## src/rtl/dac_pkg.sv

```systemverilog
// dac_pkg: shared widths, FSM state type and round-robin pick helper for the DAC frame scheduler
package dac_pkg;

    localparam int DAC_WORD_W  = 16;
    localparam int DAC_FRAME_W = 32;

    typedef enum logic [1:0] {IDLE, LOAD, SHIFT, GAP} dac_state_t;

    // First valid index at or after ptr, wrapping modulo n (n <= 8)
    function automatic logic [2:0] rr_pick(input logic [7:0] valid, input logic [2:0] ptr, input int n);
        logic found;
        int   j;
        rr_pick = '0;
        found   = 1'b0;
        for (int k = 0; k < 8; k++) begin
            j = (int'(ptr) + k) % n;
            if (k < n && !found && valid[3'(j)]) begin
                rr_pick = 3'(j);
                found   = 1'b1;
            end
        end
    endfunction

endpackage

```

## src/rtl/dac_frame_shifter.sv

```systemverilog
// dac_frame_shifter: loads one frame and presents it MSB-first, one bit per clock, while busy
module dac_frame_shifter
    import dac_pkg::*;
#(
    parameter int FRAME_BITS = DAC_FRAME_W
) (
    input  logic                  DAC_CLK,
    input  logic                  reset,
    input  logic                  i_load,
    input  logic [FRAME_BITS-1:0] i_frame,
    output logic                  o_busy,
    output logic                  o_last_bit,
    output logic                  o_mosi
);

    localparam int CW = $clog2(FRAME_BITS);

    logic [FRAME_BITS-1:0] r_sr;
    logic [CW-1:0]         r_cnt;
    logic                  r_active;

    // Load on grant, then shift one bit per cycle until the last bit has been presented
    always_ff @(posedge DAC_CLK) begin
        if (reset) begin
            r_sr     <= '0;
            r_cnt    <= '0;
            r_active <= 1'b0;
        end else if (i_load) begin
            r_sr     <= i_frame;
            r_cnt    <= '0;
            r_active <= 1'b1;
        end else if (r_active) begin
            if (o_last_bit) begin
                r_active <= 1'b0;
            end else begin
                r_sr  <= {r_sr[FRAME_BITS-2:0], 1'b0};
                r_cnt <= r_cnt + 1'b1;
            end
        end
    end

    assign o_busy     = r_active;
    assign o_last_bit = r_active && (r_cnt == CW'(FRAME_BITS - 1));
    assign o_mosi     = r_active & r_sr[FRAME_BITS-1];

endmodule

```

## src/rtl/dac_frame_scheduler.sv

```systemverilog
// dac_frame_scheduler: round-robin sharing of one SPI DAC link among NUM_REQ frame requesters
// Build option DAC_REQ0_PRIORITY_EN: requester 0 (safety shutdown) wins every idle arbitration.
module dac_frame_scheduler
    import dac_pkg::*;
#(
    parameter int NUM_REQ    = 4,
    parameter int GAP_CYCLES = 2,
    parameter int FRAME_BITS = DAC_FRAME_W
) (
    input  logic                          DAC_CLK,
    input  logic                          reset,
    input  logic [NUM_REQ-1:0]            req_valid,
    input  logic [DAC_WORD_W*NUM_REQ-1:0] req_word1,
    input  logic [DAC_WORD_W*NUM_REQ-1:0] req_word2,
    output logic [NUM_REQ-1:0]            req_ready,
    output logic                          SPI_MOSI,
    output logic                          DAC_CS,
    output logic                          DAC_SCK,
    output logic [2:0]                    grant_id,
    output logic                          busy,
    output logic                          frame_done
);

    localparam int GW = $clog2(GAP_CYCLES + 1);

    dac_state_t            r_state, w_next;
    logic [2:0]            r_rr_ptr, r_grant, w_rr, w_pick, w_ptr_next;
    logic [GW-1:0]         r_gap;
    logic                  w_grant, w_adv, w_gap_end, w_last, w_shift_busy;
    logic [FRAME_BITS-1:0] w_frame;

    assign w_rr = rr_pick(8'(req_valid), r_rr_ptr, NUM_REQ);

`ifdef DAC_REQ0_PRIORITY_EN
    assign w_pick = req_valid[0] ? 3'd0 : w_rr;
    assign w_adv  = (w_pick != 3'd0);
`else
    assign w_pick = w_rr;
    assign w_adv  = 1'b1;
`endif

    assign w_grant    = (r_state == IDLE) && (|req_valid);
    assign w_ptr_next = (int'(w_pick) == NUM_REQ - 1) ? 3'd0 : w_pick + 3'd1;
    assign w_frame    = {req_word1[w_pick*DAC_WORD_W +: DAC_WORD_W], req_word2[w_pick*DAC_WORD_W +: DAC_WORD_W]};
    assign w_gap_end  = (r_gap == GW'(GAP_CYCLES - 1));

    // FSM state register
    always_ff @(posedge DAC_CLK) begin
        r_state <= reset ? IDLE : w_next;
    end

    // Round-robin pointer, served requester and chip-select-high gap counter
    always_ff @(posedge DAC_CLK) begin
        if (reset) begin
            r_rr_ptr <= '0;
            r_grant  <= '0;
            r_gap    <= '0;
        end else begin
            if (w_grant) begin
                r_grant <= w_pick;
                if (w_adv) r_rr_ptr <= w_ptr_next;
            end
            r_gap <= (r_state == GAP) ? r_gap + 1'b1 : '0;
        end
    end

    // Next-state logic: grant, one load cycle, shift until last bit, then hold the gap
    always_comb begin
        w_next = r_state;
        case (r_state)
            IDLE:    w_next = w_grant ? LOAD : IDLE;
            LOAD:    w_next = SHIFT;
            SHIFT:   w_next = w_last ? GAP : SHIFT;
            GAP:     w_next = w_gap_end ? IDLE : GAP;
            default: w_next = IDLE;
        endcase
    end

    dac_frame_shifter #(.FRAME_BITS(FRAME_BITS)) u_shifter (
        .DAC_CLK    (DAC_CLK),
        .reset      (reset),
        .i_load     (w_grant),
        .i_frame    (w_frame),
        .o_busy     (w_shift_busy),
        .o_last_bit (w_last),
        .o_mosi     (SPI_MOSI)
    );

    assign req_ready  = w_grant ? (NUM_REQ'(1) << w_pick) : '0;
    assign busy       = (r_state != IDLE);
    assign frame_done = (r_state == GAP) && (r_gap == '0);
    assign grant_id   = busy ? r_grant : 3'd0;
    assign DAC_CS     = ~w_shift_busy;
    assign DAC_SCK    = DAC_CLK;

endmodule

```

## config.mk

```make
export PLATFORM = sky130hd
export DESIGN_NAME = dac_frame_scheduler
export DESIGN_NICKNAME = d
export VERILOG_FILES = /design/src/rtl/dac_pkg.sv /design/src/rtl/dac_frame_shifter.sv /design/src/rtl/dac_frame_scheduler.sv
export SDC_FILE = /design/constraint.sdc
export NUM_CORES = 1
export LEC_CHECK = 0
export BUFFER_PORTS_ARGS = -buffer_cell sky130_fd_sc_hd__buf_2
export CAP_MARGIN = 20
export CORE_MARGIN = 2
export CORE_UTILIZATION = 25
export CTS_BUF_LIST = sky130_fd_sc_hd__clkbuf_2
export CTS_CLUSTER_SIZE = 40
export DETAILED_ROUTE_END_ITERATION = 16
export MAX_ROUTING_LAYER = met4
export PLACE_DENSITY = 0.54
export SETUP_SLACK_MARGIN = 0.2
export SLEW_MARGIN = 15
export SYNTH_ARGS = -nofsm -noshare
export SYNTH_HDL_FRONTEND = slang
export SYNTH_HIERARCHICAL = 1
export SYNTH_SLANG_ARGS = --single-unit
export TNS_END_PERCENT = 1
```

## constraint.sdc

```tcl
create_clock -name DAC_CLK -period 2.4 [get_ports DAC_CLK]
set_clock_uncertainty 0.1 [all_clocks]
set_input_delay 0.48 -clock DAC_CLK [delete_from_list [all_inputs] [get_ports DAC_CLK]]
set_output_delay 0.48 -clock DAC_CLK [all_outputs]
set_load 0.02 [all_outputs]
```

==> summary.txt <==
Outcome
  – Status: complete, but fails checks
  – Failing checks: negative setup slack

Power and ir drop
  – Switching Fraction: 0.3611
  – Clk pwr share: 0.196
  – Pwr dens: 618.0 nW/um^2
  – Net Switching: 0.0009594 W
  – Logic gate share of total power: 0.442
  – Cell leakage power: 2.069 nW
  – Int Pwr: 0.001697 W
  – Maximum vdd drop: 0.2961 mV
  – Register share of total power: 0.362

Synth
  – Syn Area/Cell: 9.648 um^2
  – Cell count after synthesis: 336
  – Top cells by area, synth: mux2i_1 (41%), dfxtp_1 (28%), a211oi_1 (7.2%)
  – Synth Register Bits: 46
  – Register area share after synthesis: 0.2841
  – Syn_nets: 475
  – Area share of the largest cell type after synthesis: 0.4107
  – Mapped Area: 3242 um^2
  – Post-synthesis cell type count: 35
  – Yosys warning count: 6
  – Largest area contributor in the netlist: mux2i_1

STA
  – Crit share post-route: 1.055
  – Slack of the critical path: -132.9 ps
  – Fin. Hold Viols: 0
  – Final Max Tran Viols: 0
  – Sum Neg Setup Slack: -305.6 ps
  – RSZ-0062 raised after global routing: yes
  – Final setup violation count: 3
  – Period minus WS final: 2533 ps
  – Fmax: 0.3948 GHz

Final layout
  – Area growth syn-to-layout: 32.61%
  – FF/Latch Area: 924.6 um^2
  – Post-layout util: 0.3407
  – Final non-filler cell total: 648
  – ANT cells: 0
  – Final nets: 614
  – Filler Cells Inserted: 1,338
  – Share of layout cells above drive strength 1: 0.3929
  – Design area: 4299 um^2
  – Multi-input logic area: 2136 um^2

Floorplan
  – Die height: 117.9 um
  – Chip width: 117.9 um
  – Core Box Area: 12,620 um^2
  – Row count: 41
  – Starting Density: 0.2569
  – # IOs: 146
  – Die Area: 13,890 um^2

Worst setup path
  – CP max FO: 5
  – Crit path DAT: 1950 ps
  – RR Startpoint: r_rr_ptr[1]
  – Setup crit start: r_rr_ptr[1]
  – Crit end category: output pin
  – Startpoint Class: flop
  – Worst EP required: 1820 ps
  – Crit path kind: flop to output pin

CTS
  – Reg clk slew, reported paths: 230 ps
  – Hold_buf cts: 0
  – Clock Latency Late Sink: 500 ps
  – CTS tree: done

Drt
  – Detailed Route Iter0 Violations: 49
  – Vias: 2,876
  – Final wirelength: 8.307 mm
  – Remaining DRCs: 0
  – Routed len/inst: 12.82 um
  – DR pass1 iterations: 4
  – Number of vias per cell: 4.438
  – Final antenna-violating net count: 0

GRT
  – First-pass GRT wire length: 13.54 mm
  – Vias in the first global route: 2,868
  – Initial antenna violation count: 0
  – Total GRT Usage: 0.1210
  – Grt ovf: 0
  – Largest net degree at the start of global routing: 65

Job
  – Maxcap violations: 0

Placement
  – Dpl cell area: 4115 um^2
  – Pre-CTS WS: -53.72 ps
  – DPL Wire Length: 6.470 mm
  – GP Congestion: 0.7469
  – IO Port Bufs: 144
  – Placed Cells: 634

Worst hold path
  – Hold path start: reset
  – Worst Hold Class: primary input to flop
-- routing by layer --
metal,track usage,share of wire,routed length [um]
met1,0.1554,0.49,4053
met2,0.1850,0.43,3605
met3,0.03634,0.071,593
met4,0.03238,0.0065,54
met5,-,0,0
-- what timing repair did --
item                       4_1_cts  5_1_grt
buffers inserted                 3        0
hold endpoints to repair         0        0
resized for setup               19        3
pin swaps                        3        1
setup endpoints to repair       36       28
-- power groups by stage --
| stage | Combinational, W | Sequential (W) | Clock [W] |
|---|---|---|---|
| floorplan | 0.000855 | 0.000952 | 0.0000487 |
| global placement | 0.00111 | 0.000981 | 0.0000389 |
| detailed placement | 0.00113 | 0.000982 | 0.0000389 |
| CTS | 0.00119 | 0.000965 | 0.000555 |
| global route | 0.00129 | 0.000984 | 0.000585 |
| finish | 0.00118 | 0.000962 | 0.000520 |
-- cells in the final DEF, fill, tap and decap left out, types with 2 or more instances in the layout --
cell | synthesis | layout
buf_4 | 11 | 11
nand2_1 | 5 | 5
a21oi_1 | 9 | 8
buf_12 | 2 | 5
a211oi_1 | 31 | 31
nor2_1 | 39 | 37
and3_1 | 3 | 3
nor3_1 | 3 | 3
buf_2 | 1 | 140
inv_1 | 7 | 7
mux2i_1 | 133 | 129
clkbuf_2 | 0 | 8
nor2_2 | 0 | 2
dfxtp_1 | 46 | 45
nand3_1 | 2 | 2
xor2_1 | 2 | 2
and2_1 | 3 | 2
buf_6 | 3 | 2
nor3b_2 | 0 | 2
ha_1 | 5 | 4
mux2i_2 | 0 | 4
nor2b_1 | 2 | 2
-- cell type report --
type                       count  area share
clock buffer                   9     0.01048
sequential                    46      0.2151
multi-input combinational    252      0.4968
timing repair buffer         157      0.2095
tap                          172     0.05006
clock inverter                 3     0.01019
inverter                       9    0.007858
-- critical path, cell delays in order (launching register included) --
cell and delay [ps]:
dfxtp_4 420, mux2i_2 230, nor2_2 70, a311oi_4 200, buf_6 170, ha_4 120, and2_4 130, buf_6 110
-- synthesized netlist by cell type, drive strengths merged --
| cell | count |
|---|---|
| nor2 | 39 |
| clkbuf | 11 |
| inv | 8 |
| o21ai | 2 |
| nor3b | 3 |
| or3 | 1 |
| nand3b | 1 |
| conb | 1 |
| xor2 | 2 |
| or2 | 1 |
| and2 | 3 |
| nand3 | 2 |
| clkinv | 1 |
| a311oi | 1 |
| nand2 | 5 |
| dfxtp | 46 |
| mux2i | 133 |
| ha | 5 |
| nand2b | 2 |
| and3 | 3 |
| o2bb2a | 1 |
| o41ai | 1 |
| buf | 18 |
| a21oi | 9 |
| nor3 | 3 |
| nor2b | 2 |
| a21o | 1 |
| a211oi | 31 |
-- final timing paths --
kind,cells past startpoint,slack [ps],end
worst max-delay path,7,-130,req_ready[3]
worst min-delay path,2,100,r_rr_ptr[1]
worst max register to register,9,120,u_shifter/r_sr[26]
worst min register to register,1,380,r_gap[0]
-- cells by family (layout without fill, tap and decap cells) --
group,Yosys count,count (layout),share of synthesized area
AOI/OAI and AO/OA,46,46,0.1085
xor gates and xnor gates,2,2,0.005404
adders and majority gates,5,5,0.01930
buffers and inverters,38,178,0.07757
DFF,46,46,0.2841
muxes,133,133,0.4107
other,1,1,0.001157
and+or+nand+nor,65,65,0.09340
-- per-stage QoR --
step	power (W)	hold slack, ps
finish	0.002657	104.7
floorplan	0.001856	327.3
global placement	0.002130	337.5
global route	0.002860	51.20
detailed placement	0.002149	356.0
CTS	0.002708	74.97
-- state kept, by name, summed over array words and instances, names as in the netlist --
register          flops
u_shifter/r_cnt       5
r_rr_ptr              2
r_gap                 2
u_shifter/r_sr       32
r_grant               2
u_shifter/o_busy      1
r_state               2
No activity file was read; power rests on OpenSTA's default activity.
